[src/rtl/out_port_pkg.sv]
// Shared types and constants for the CPU-to-pin output port.
// Addresses default to the AVR I/O map slots used by this port.
package out_port_pkg;

    typedef enum logic {
        IDLE    = 1'b0,
        PRESENT = 1'b1
    } state_t;

    localparam logic [5:0] DEF_PORT_ADDR = 6'h18;
    localparam logic [5:0] DEF_STAT_ADDR = 6'h17;

    localparam int ST_OVF   = 7;
    localparam int ST_FULL  = 6;
    localparam int ST_EMPTY = 5;
    localparam int ST_VALID = 4;
    localparam int ST_CNT_W = 4;

    function automatic logic [7:0] pack_status(
        input logic                ovf,
        input logic                full,
        input logic                empty,
        input logic                valid,
        input logic [ST_CNT_W-1:0] cnt
    );
        logic [7:0] s;
        s                 = '0;
        s[ST_OVF]         = ovf;
        s[ST_FULL]        = full;
        s[ST_EMPTY]       = empty;
        s[ST_VALID]       = valid;
        s[ST_CNT_W-1:0]   = cnt;
        return s;
    endfunction

endpackage

[src/rtl/port_fifo.sv]
// Small synchronous FIFO with head-of-queue output and occupancy count.
// Push while full and pop while empty are ignored internally as a safety net.
module port_fifo #(
    parameter int DATA_W = 8,
    parameter int DEPTH  = 4,
    parameter int PTR_W  = $clog2(DEPTH),
    parameter int CNT_W  = PTR_W + 1
) (
    input  logic              clk,
    input  logic              rst_n,
    input  logic              push,
    input  logic              pop,
    input  logic [DATA_W-1:0] din,
    output logic [DATA_W-1:0] dout,
    output logic              full,
    output logic              empty,
    output logic [CNT_W-1:0]  count
);

    logic [DATA_W-1:0] mem [DEPTH];
    logic [PTR_W-1:0]  wr_ptr;
    logic [PTR_W-1:0]  rd_ptr;
    logic              do_push;
    logic              do_pop;

    assign full    = (count == CNT_W'(DEPTH));
    assign empty   = (count == '0);
    assign do_push = push && !full;
    assign do_pop  = pop && !empty;
    assign dout    = mem[rd_ptr];

    // Storage is not reset; count and pointers alone define what is valid.
    always_ff @(posedge clk) begin
        if (do_push) begin
            mem[wr_ptr] <= din;
        end
    end

    always_ff @(posedge clk or negedge rst_n) begin
        if (!rst_n) begin
            wr_ptr <= '0;
            rd_ptr <= '0;
            count  <= '0;
        end else begin
            if (do_push) begin
                wr_ptr <= wr_ptr + 1'b1;
            end
            if (do_pop) begin
                rd_ptr <= rd_ptr + 1'b1;
            end
            case ({do_push, do_pop})
                2'b10:   count <= count + 1'b1;
                2'b01:   count <= count - 1'b1;
                default: count <= count;
            endcase
        end
    end

endmodule

[src/rtl/out_port_fifo.sv]
// Output port: I/O-mapped byte writes are queued and presented on the pins
// under a valid/ack handshake, with a pollable status register.
module out_port_fifo
    import out_port_pkg::*;
#(
    parameter int                DATA_W    = 8,
    parameter int                DEPTH     = 4,
    parameter int                ADDR_W    = 6,
    parameter logic [ADDR_W-1:0] PORT_ADDR = ADDR_W'(DEF_PORT_ADDR),
    parameter logic [ADDR_W-1:0] STAT_ADDR = ADDR_W'(DEF_STAT_ADDR)
) (
    input  logic              clk,
    input  logic              rst_n,
    input  logic              wr_en,
    input  logic [ADDR_W-1:0] wr_addr,
    input  logic [DATA_W-1:0] wr_data,
    input  logic [ADDR_W-1:0] rd_addr,
    output logic [DATA_W-1:0] rd_data,
    output logic              wr_ready,
    output logic [DATA_W-1:0] pin_out,
    output logic              pin_valid,
    input  logic              pin_ack,
    output state_t            dbg_state
);

    localparam int PTR_W = $clog2(DEPTH);
    localparam int CNT_W = PTR_W + 1;

    // Handshake: pin_out is taken by the sink at a rising edge where
    // pin_valid and pin_ack are both 1; pin_ack with pin_valid low is ignored.

    logic              push_hit;
    logic              stat_hit;
    logic              push;
    logic              pop;
    logic              load;
    logic [DATA_W-1:0] head;
    logic              full;
    logic              empty;
    logic [CNT_W-1:0]  count;
    logic              ovf;
    logic [7:0]        status;
    state_t            state;
    state_t            state_nxt;

    assign push_hit = wr_en && (wr_addr == PORT_ADDR);
    assign stat_hit = wr_en && (wr_addr == STAT_ADDR);
    assign push     = push_hit && !full;
    assign wr_ready = !full;

    port_fifo #(
        .DATA_W (DATA_W),
        .DEPTH  (DEPTH)
    ) u_fifo (
        .clk   (clk),
        .rst_n (rst_n),
        .push  (push),
        .pop   (pop),
        .din   (wr_data),
        .dout  (head),
        .full  (full),
        .empty (empty),
        .count (count)
    );

    // full is sampled before any same-cycle pop, so such a push is still lost.
    always_ff @(posedge clk or negedge rst_n) begin
        if (!rst_n) begin
            ovf <= 1'b0;
        end else if (push_hit && full) begin
            ovf <= 1'b1;
        end else if (stat_hit) begin
            ovf <= 1'b0;
        end
    end

    always_ff @(posedge clk or negedge rst_n) begin
        if (!rst_n) begin
            state <= IDLE;
        end else begin
            state <= state_nxt;
        end
    end

    always_comb begin
        state_nxt = state;
        pop       = 1'b0;
        load      = 1'b0;
        case (state)
            IDLE: begin
                if (!empty) begin
                    load      = 1'b1;
                    pop       = 1'b1;
                    state_nxt = PRESENT;
                end
            end
            PRESENT: begin
                if (pin_ack) begin
                    if (!empty) begin
                        load = 1'b1;
                        pop  = 1'b1;
                    end else begin
                        state_nxt = IDLE;
                    end
                end
            end
            default: state_nxt = IDLE;
        endcase
    end

    // pin_out is latched: it keeps the last byte after pin_valid drops.
    always_ff @(posedge clk or negedge rst_n) begin
        if (!rst_n) begin
            pin_out <= '0;
        end else if (load) begin
            pin_out <= head;
        end
    end

    assign pin_valid = (state == PRESENT);
    assign dbg_state = state;

    always_comb begin
        status  = pack_status(ovf, full, empty, pin_valid, ST_CNT_W'(count));
        rd_data = '0;
        if (rd_addr == PORT_ADDR) begin
            rd_data = pin_out;
        end else if (rd_addr == STAT_ADDR) begin
            rd_data = DATA_W'(status);
        end
    end

endmodule

[config.mk]
export PLATFORM = sky130hd
export DESIGN_NAME = out_port_fifo
export DESIGN_NICKNAME = d
export VERILOG_FILES = /design/src/rtl/out_port_pkg.sv /design/src/rtl/port_fifo.sv /design/src/rtl/out_port_fifo.sv
export SDC_FILE = /design/constraint.sdc
export NUM_CORES = 1
export LEC_CHECK = 0
export ABC_AREA = 1
export CORE_UTILIZATION = 30
export CTS_CLUSTER_DIAMETER = 50
export DETAILED_ROUTE_END_ITERATION = 8
export GPL_TIMING_DRIVEN = 0
export HOLD_SLACK_MARGIN = 0.1
export PLACE_DENSITY = 0.49
export SLEW_MARGIN = 40
export SYNTH_ARGS = -nofsm -noshare
export SYNTH_HDL_FRONTEND = slang
export SYNTH_SLANG_ARGS = --single-unit
[constraint.sdc]
create_clock -name clk -period 1.85 [get_ports clk]
set_clock_uncertainty 0.05 [all_clocks]
set_input_delay 0.37 -clock clk [delete_from_list [all_inputs] [get_ports clk]]
set_output_delay 0.37 -clock clk [all_outputs]
set_load 0.03 [all_outputs]
# Yosys cells after proc, flatten, opt, wreduce, memory -nomap -nowiden

Memories as Yosys holds them, arrays and structs flattened. A register that Yosys moved wholly into a read port is not among the register bits.
Index checks and enable logic that the tools add are counted.

Register bits after elaboration: 9
RAM bits: 32
Input port bits: 24
Output and inout port bits: 19
Word-level logic and storage cells: 42
Memories: 1

Memory list:

| memory     | words | bits a word | read ports | clocked after Yosys merged registers in | wr ports | RTL line        | text |
|---|---|---|---|---|---|---|---|
| u_fifo.mem | 4     | 8           | 1          | 1                                       | 1        | port_fifo.sv:20 | `logic [DATA_W-1:0] mem [DEPTH];` |

Add/subtract/negate cells: 4
Equality and inequality tests: 7
Muxes and demuxes: 12
Bitwise operators: 1
Reductions and logical operators: 12

Operators by type and width:

| operator                                                            | number |
|---|---|
| 6-bit by 5-bit == test with 1-bit output (second input constant)    | 4 |
| 8-bit two-way mux                                                   | 2 |
| 1-bit two-way mux                                                   | 7 |
| 1-bit logical AND                                                   | 6 |
| 3-bit one-hot mux with 2 select lines                               | 1 |
| 2-bit by 1-bit adder with 2-bit output (second input constant)      | 2 |
| 1-bit one-hot mux with 2 select lines                               | 2 |
| 2-bit nonzero test                                                  | 2 |
| 3-bit by 1-bit adder with 3-bit output (second input constant)      | 1 |
| 3-bit == test (second input constant)                               | 1 |
| 1-bit zero test                                                     | 3 |
| 3-bit zero test                                                     | 1 |
| 3-bit by 1-bit subtractor with 3-bit output (second input constant) | 1 |
| 2-bit by 1-bit == test with 1-bit output (second input constant)    | 1 |
| 2-bit == test (second input constant)                               | 1 |
| 1-bit NOT                                                           | 1 |

# Depth between registers and ports, before layout

Word-level depth: 7
Gate-level depth with buffers: 12
Mapped depth without buffers: 11

# Hierarchy

A second synthesis with hierarchy kept.

Cells, all modules: 248
Area, all modules: 2378.5 um^2

Modules (own cells, without submodules):

| module        | times used | cells an instance | area an instance (um^2) | sequential area each (um^2) |
|---|---|---|---|---|
| port_fifo     | 1          | 154               | 1751.7                  | 1136.1 |
| out_port_fifo | 1          | 94                | 626.9                   | 250.2 |

# Least setup slack after synthesis

Ideal clock, no wire load.

Path type: register to register
Start point: register u_fifo.count[1]
End point: register u_fifo.count[2]
Arrival time: 1.972 ns
Data required time: 1.674 ns
Path slack: -0.298 ns
Cell stages (with the launch flop): 10
Period minus slack after synthesis: 2.148 ns
Path through: dfrtp_1 > inv_1 > nand3_1 > nand3_2 > ha_1 > inv_1 > fa_1 > nand2_1 > nand3b_1 > xnor2_1

RTL lines:

| element                                                                     | RTL line            | text |
|---|---|---|
| start: declaration                                                          | port_fifo.sv:17     | `output logic [CNT_W-1:0] count` |
| start signal: assignment                                                    | port_fifo.sv:52     | `2'b10: count <= count + 1'b1;` |
| start signal: assignment                                                    | port_fifo.sv:53     | `2'b01: count <= count - 1'b1;` |
| start signal: assignment                                                    | port_fifo.sv:54     | `default: count <= count;` |
| 3-bit == test (*)                                                           | port_fifo.sv:26     | `assign full = (count == CNT_W'(DEPTH));` |
| 1-bit zero test (*)                                                         | n/a                 |  |
| net wr_ready                                                                | out_port_fifo.sv:19 | `output logic wr_ready,` |
| 1-bit logical AND                                                           | out_port_fifo.sv:48 | `assign push = push_hit && !full;` |
| 1-bit logical AND (*)                                                       | port_fifo.sv:28     | `assign do_push = push && !full;` |
| 2-bit by 1-bit == test with 1-bit output or 2-bit == test (tied branches)   | port_fifo.sv:51     | `case ({do_push, do_pop})` |
| 3-bit one-hot mux with 2 select lines or 2-bit nonzero test (tied branches) | n/a                 |  |

The timed path passes the listed nets; every way through them passes the cells marked *.
A chain may end at the register's enable or synchronous reset.

# Final worst setup path

Start point: register pin_out[5] (read register of u_fifo.mem)
End point: output port pin_out[5]

RTL lines:

| element            | RTL line            | text |
|---|---|---|
| start: declaration | out_port_fifo.sv:20 | `output logic [DATA_W-1:0] pin_out,` |

No word-level cell between the ends.

==> results.py <==
metrics = {
    "detailed_routing": {
        "drc": 0,
        "finalWirelength_um": 5410,
        "dr.pass1.iters": 4,
        "avgRoutedWirePerCell_um": 12.47,
        "final_antenna_net_count": 0,
        "dr.first_iter.drc_count": 75,
        "routed-via-count": 1846,
        "vias_per_cell": 4.253,
    },
    "synthesis": {
        "async_flop_share": 0.3469,
        "synth_cells": 267,
        "synth_flop_cell": "edfxtp_1",
        "synth_cell_type_count": 23,
        "yosysWarnings": 0,
        "ys_seq_area_frac": 0.5832,
        "avgSynthCellArea_um2": 8.904,
        "synth_area_mm2": 0.002377,
        "synth_edf_count": 32,
        "syn_nets": 297,
        "ys_seq_elements": 49,
    },
    "timing": {
        "fmax_mhz": 546.5,
        "finalCritPeriodShare": 0.9890,
        "worst_slack_ns": 0.02032,
        "hold_viol": 0,
        "tightest_slew_ns": 0.5695,
        "final.min_clock_period_ns": 1.830,
        "slew_violations": 0,
        "rsz0062_at_grt": "yes",
        "fin_hold_ws_ns": 0.4105,
        "finalSetupViolCount": 0,
        "slew_headroom": 0.6203,
    },
    "pwr": {
        "p_clk_frac": 0.190,
        "switchingPower_mw": 1.604,
        "p_int_mw": 2.465,
        "switching_share": 0.3942,
        "leakage_nw": 1.601,
        "p_per_area_mw_per_mm2": 1230,
        "combinationalPowerShare": 0.439,
        "ir_drop_v": 0.0003835,
        "seq_power_share": 0.371,
    },
    "placement": {
        "pre_cts_ws_ns": -0.7610,
        "place_area_mm2": 0.002950,
        "io_buffers": 42,
        "gp_congestion": 0.7048,
        "hpwl_um": 3651,
        "place_inst": 411,
    },
    "die": {
        "die_w_um": 91.02,
        "die_height_um": 91.02,
        "start_util": 0.3092,
        "ioPinCount": 43,
        "rows": 32,
        "coreArea_mm2": 0.007687,
        "design.die.area_mm2": 0.008285,
    },
    "setup_path": {
        "cp.required_ns": 1.43,
        "worstPathCellList": "clkdlybuf4s50_1",
        "cp_top_family": "buffers and inverters",
        "crit_fanout": 3,
        "cp_slowest_stage_delay_ns": 0.70,
        "critical_path_class": "flop to output pin",
        "startpoint": "pin_out[5]",
        "slowest_stage": "clkdlybuf4s50_1",
        "r2r-start": "u_fifo.count[0]",
        "critPathArrivalTime_ns": 1.41,
        "cp_num_buf_inv": 1,
        "critPathCaptureType": "output pin",
        "start_kind": "flop",
    },
    "finish": {
        "final_cells": 434,
        "diodes": 0,
        "drive_above_1_share": 0.2199,
        "final_nets": 361,
        "final_common_cell": "nand2_1",
        "syn2layout_area_growth_pct": 39.16,
        "final.fill_count": 783,
        "final_cell_mix": "nand2_1 (89), inv_1 (45), edfxtp_1 (32)",
        "fin_area_mm2": 0.003308,
    },
    "global_routing": {
        "track_usage": 0.1393,
        "overflow": 0,
        "antenna_found_initial": 0,
        "grt_pass1_vias": 1809,
        "grt_pass1_wl_um": 8921,
        "grt_max_degree": 18,
    },
    "clocking": {
        "cts_root_buf": "clkbuf_8",
        "cts_buffer_depth": 2,
        "cts-buffers-inserted": 5,
        "clock-sinks": 49,
        "htreeDepth": 2,
        "clk_pin_slew_ns": 0.09,
        "cts_tree": "built",
        "clk_latency_ns": 0.30,
    },
    "status": {
        "status": "completed",
    },
    "flow_run": {
        "max-cap-violations": 0,
    },
    "worst_hold_path": {
        "holdCritStartpoint": "wr_addr[0]",
        "min_path_type": "primary input to flop",
    },
}
[Yosys cell counts, types with 4 or more instances]
library cell | number | area share
dfrtp_1 | 17 | 0.18
buf_4 | 4 | 0.013
inv_1 | 51 | 0.081
nand3_1 | 32 | 0.067
ha_1 | 5 | 0.026
edfxtp_1 | 32 | 0.40
nand2_1 | 95 | 0.15
nor2_1 | 11 | 0.017
[tightest hold or removal path, stage by stage]
cell and delay (ns):
dlymetal6s2s_1 0.13, nand2_1 0.06, nor2_1 0.04, nand2_1 0.05
nand2_1 0.04, nand2_1 0.05
[metal layers]
metal | up-vias | share of wire | wire length, um | GRT usage
met5 | - | 0 | 0 | 0
met4 | 0 | 0.019 | 101 | 0.04762
met3 | 8 | 0.041 | 222 | 0.02596
met2 | 36 | 0.50 | 2718 | 0.2405
met1 | 849 | 0.44 | 2367 | 0.1744
li1 | 953 | - | - | -
[registers in the layout (all words and copies together) (netlist names)]
name / cells
u_fifo.mem: 32
pin_out: 8
u_fifo.count: 3
u_fifo.rd_ptr: 2
u_fifo.wr_ptr: 2
dbg_state: 1
ovf: 1
[power by group through the flow]
stage / clock network, mW / logic [mW] / registers, mW
after floorplan: 0 / 0.883 / 1.67
after CTS: 0.791 / 1.72 / 1.51
after global placement: 0 / 1.57 / 1.53
final: 0.773 / 1.79 / 1.51
after detailed placement: 0 / 1.59 / 1.54
after global routing: 0.830 / 2.02 / 1.53
[layout make-up]
cell class / instances / area [um2] / share of cell area
clock buffer: 5 / 68.82 / 0.02080
timing repair buffer: 58 / 545.5 / 0.1649
multi-input combinational: 159 / 898.4 / 0.2716
buffer: 5 / 31.28 / 0.009455
sequential: 49 / 1389 / 0.4198
clock inverter: 3 / 46.29 / 0.01399
inverter: 53 / 201.4 / 0.06089
tap: 102 / 127.6 / 0.03858
[worst paths after layout]
path | end | slack [ns] | cells after the start
min in group asynchronous | u_fifo.count[0] | 0.48 | 2
max in group asynchronous | dbg_state | 0.95 | 2
max reg2reg | u_fifo.count[2] | 0.02 | 10
min reg2reg | ovf | 0.44 | 2
min | ovf | 0.41 | 6
max | pin_out[5] | 0.02 | 1
[per-stage QoR]
stage / utilization / power (mW) / setup TNS (ns)
floorplan: - / 2.549 / 0
global placement: 0.3831 / 3.107 / -28.63
detailed placement: 0.3838 / 3.126 / -25.36
CTS: 0.4168 / 4.023 / 0
global route: 0.4303 / 4.380 / -0.1546
finish: 0.4303 / 4.069 / 0
[what timing repair did]
item,4_1_cts,5_1_grt
hold buffers,0,1
pin swaps,9,11
setup endpoints to repair,44,26
buffers inserted,10,5
endpoints found under the hold margin,0,17
gates resized for setup,83,25
[cell families (layout without fill, tap and decap cells)]
| kind of cell | Yosys count | after routing | synth area share |
|---|---|---|---|
| adders and majority gates | 6 | 6 | 0.03474 |
| buffers and inverters | 59 | 124 | 0.1000 |
| xor gates and xnor gates | 3 | 3 | 0.01105 |
| AOI/OAI and AO/OA | 3 | 3 | 0.008947 |
| DFF | 49 | 49 | 0.5832 |
| and+or+nand+nor | 147 | 147 | 0.2621 |
Note: power is estimated with default switching activity, not from simulation.
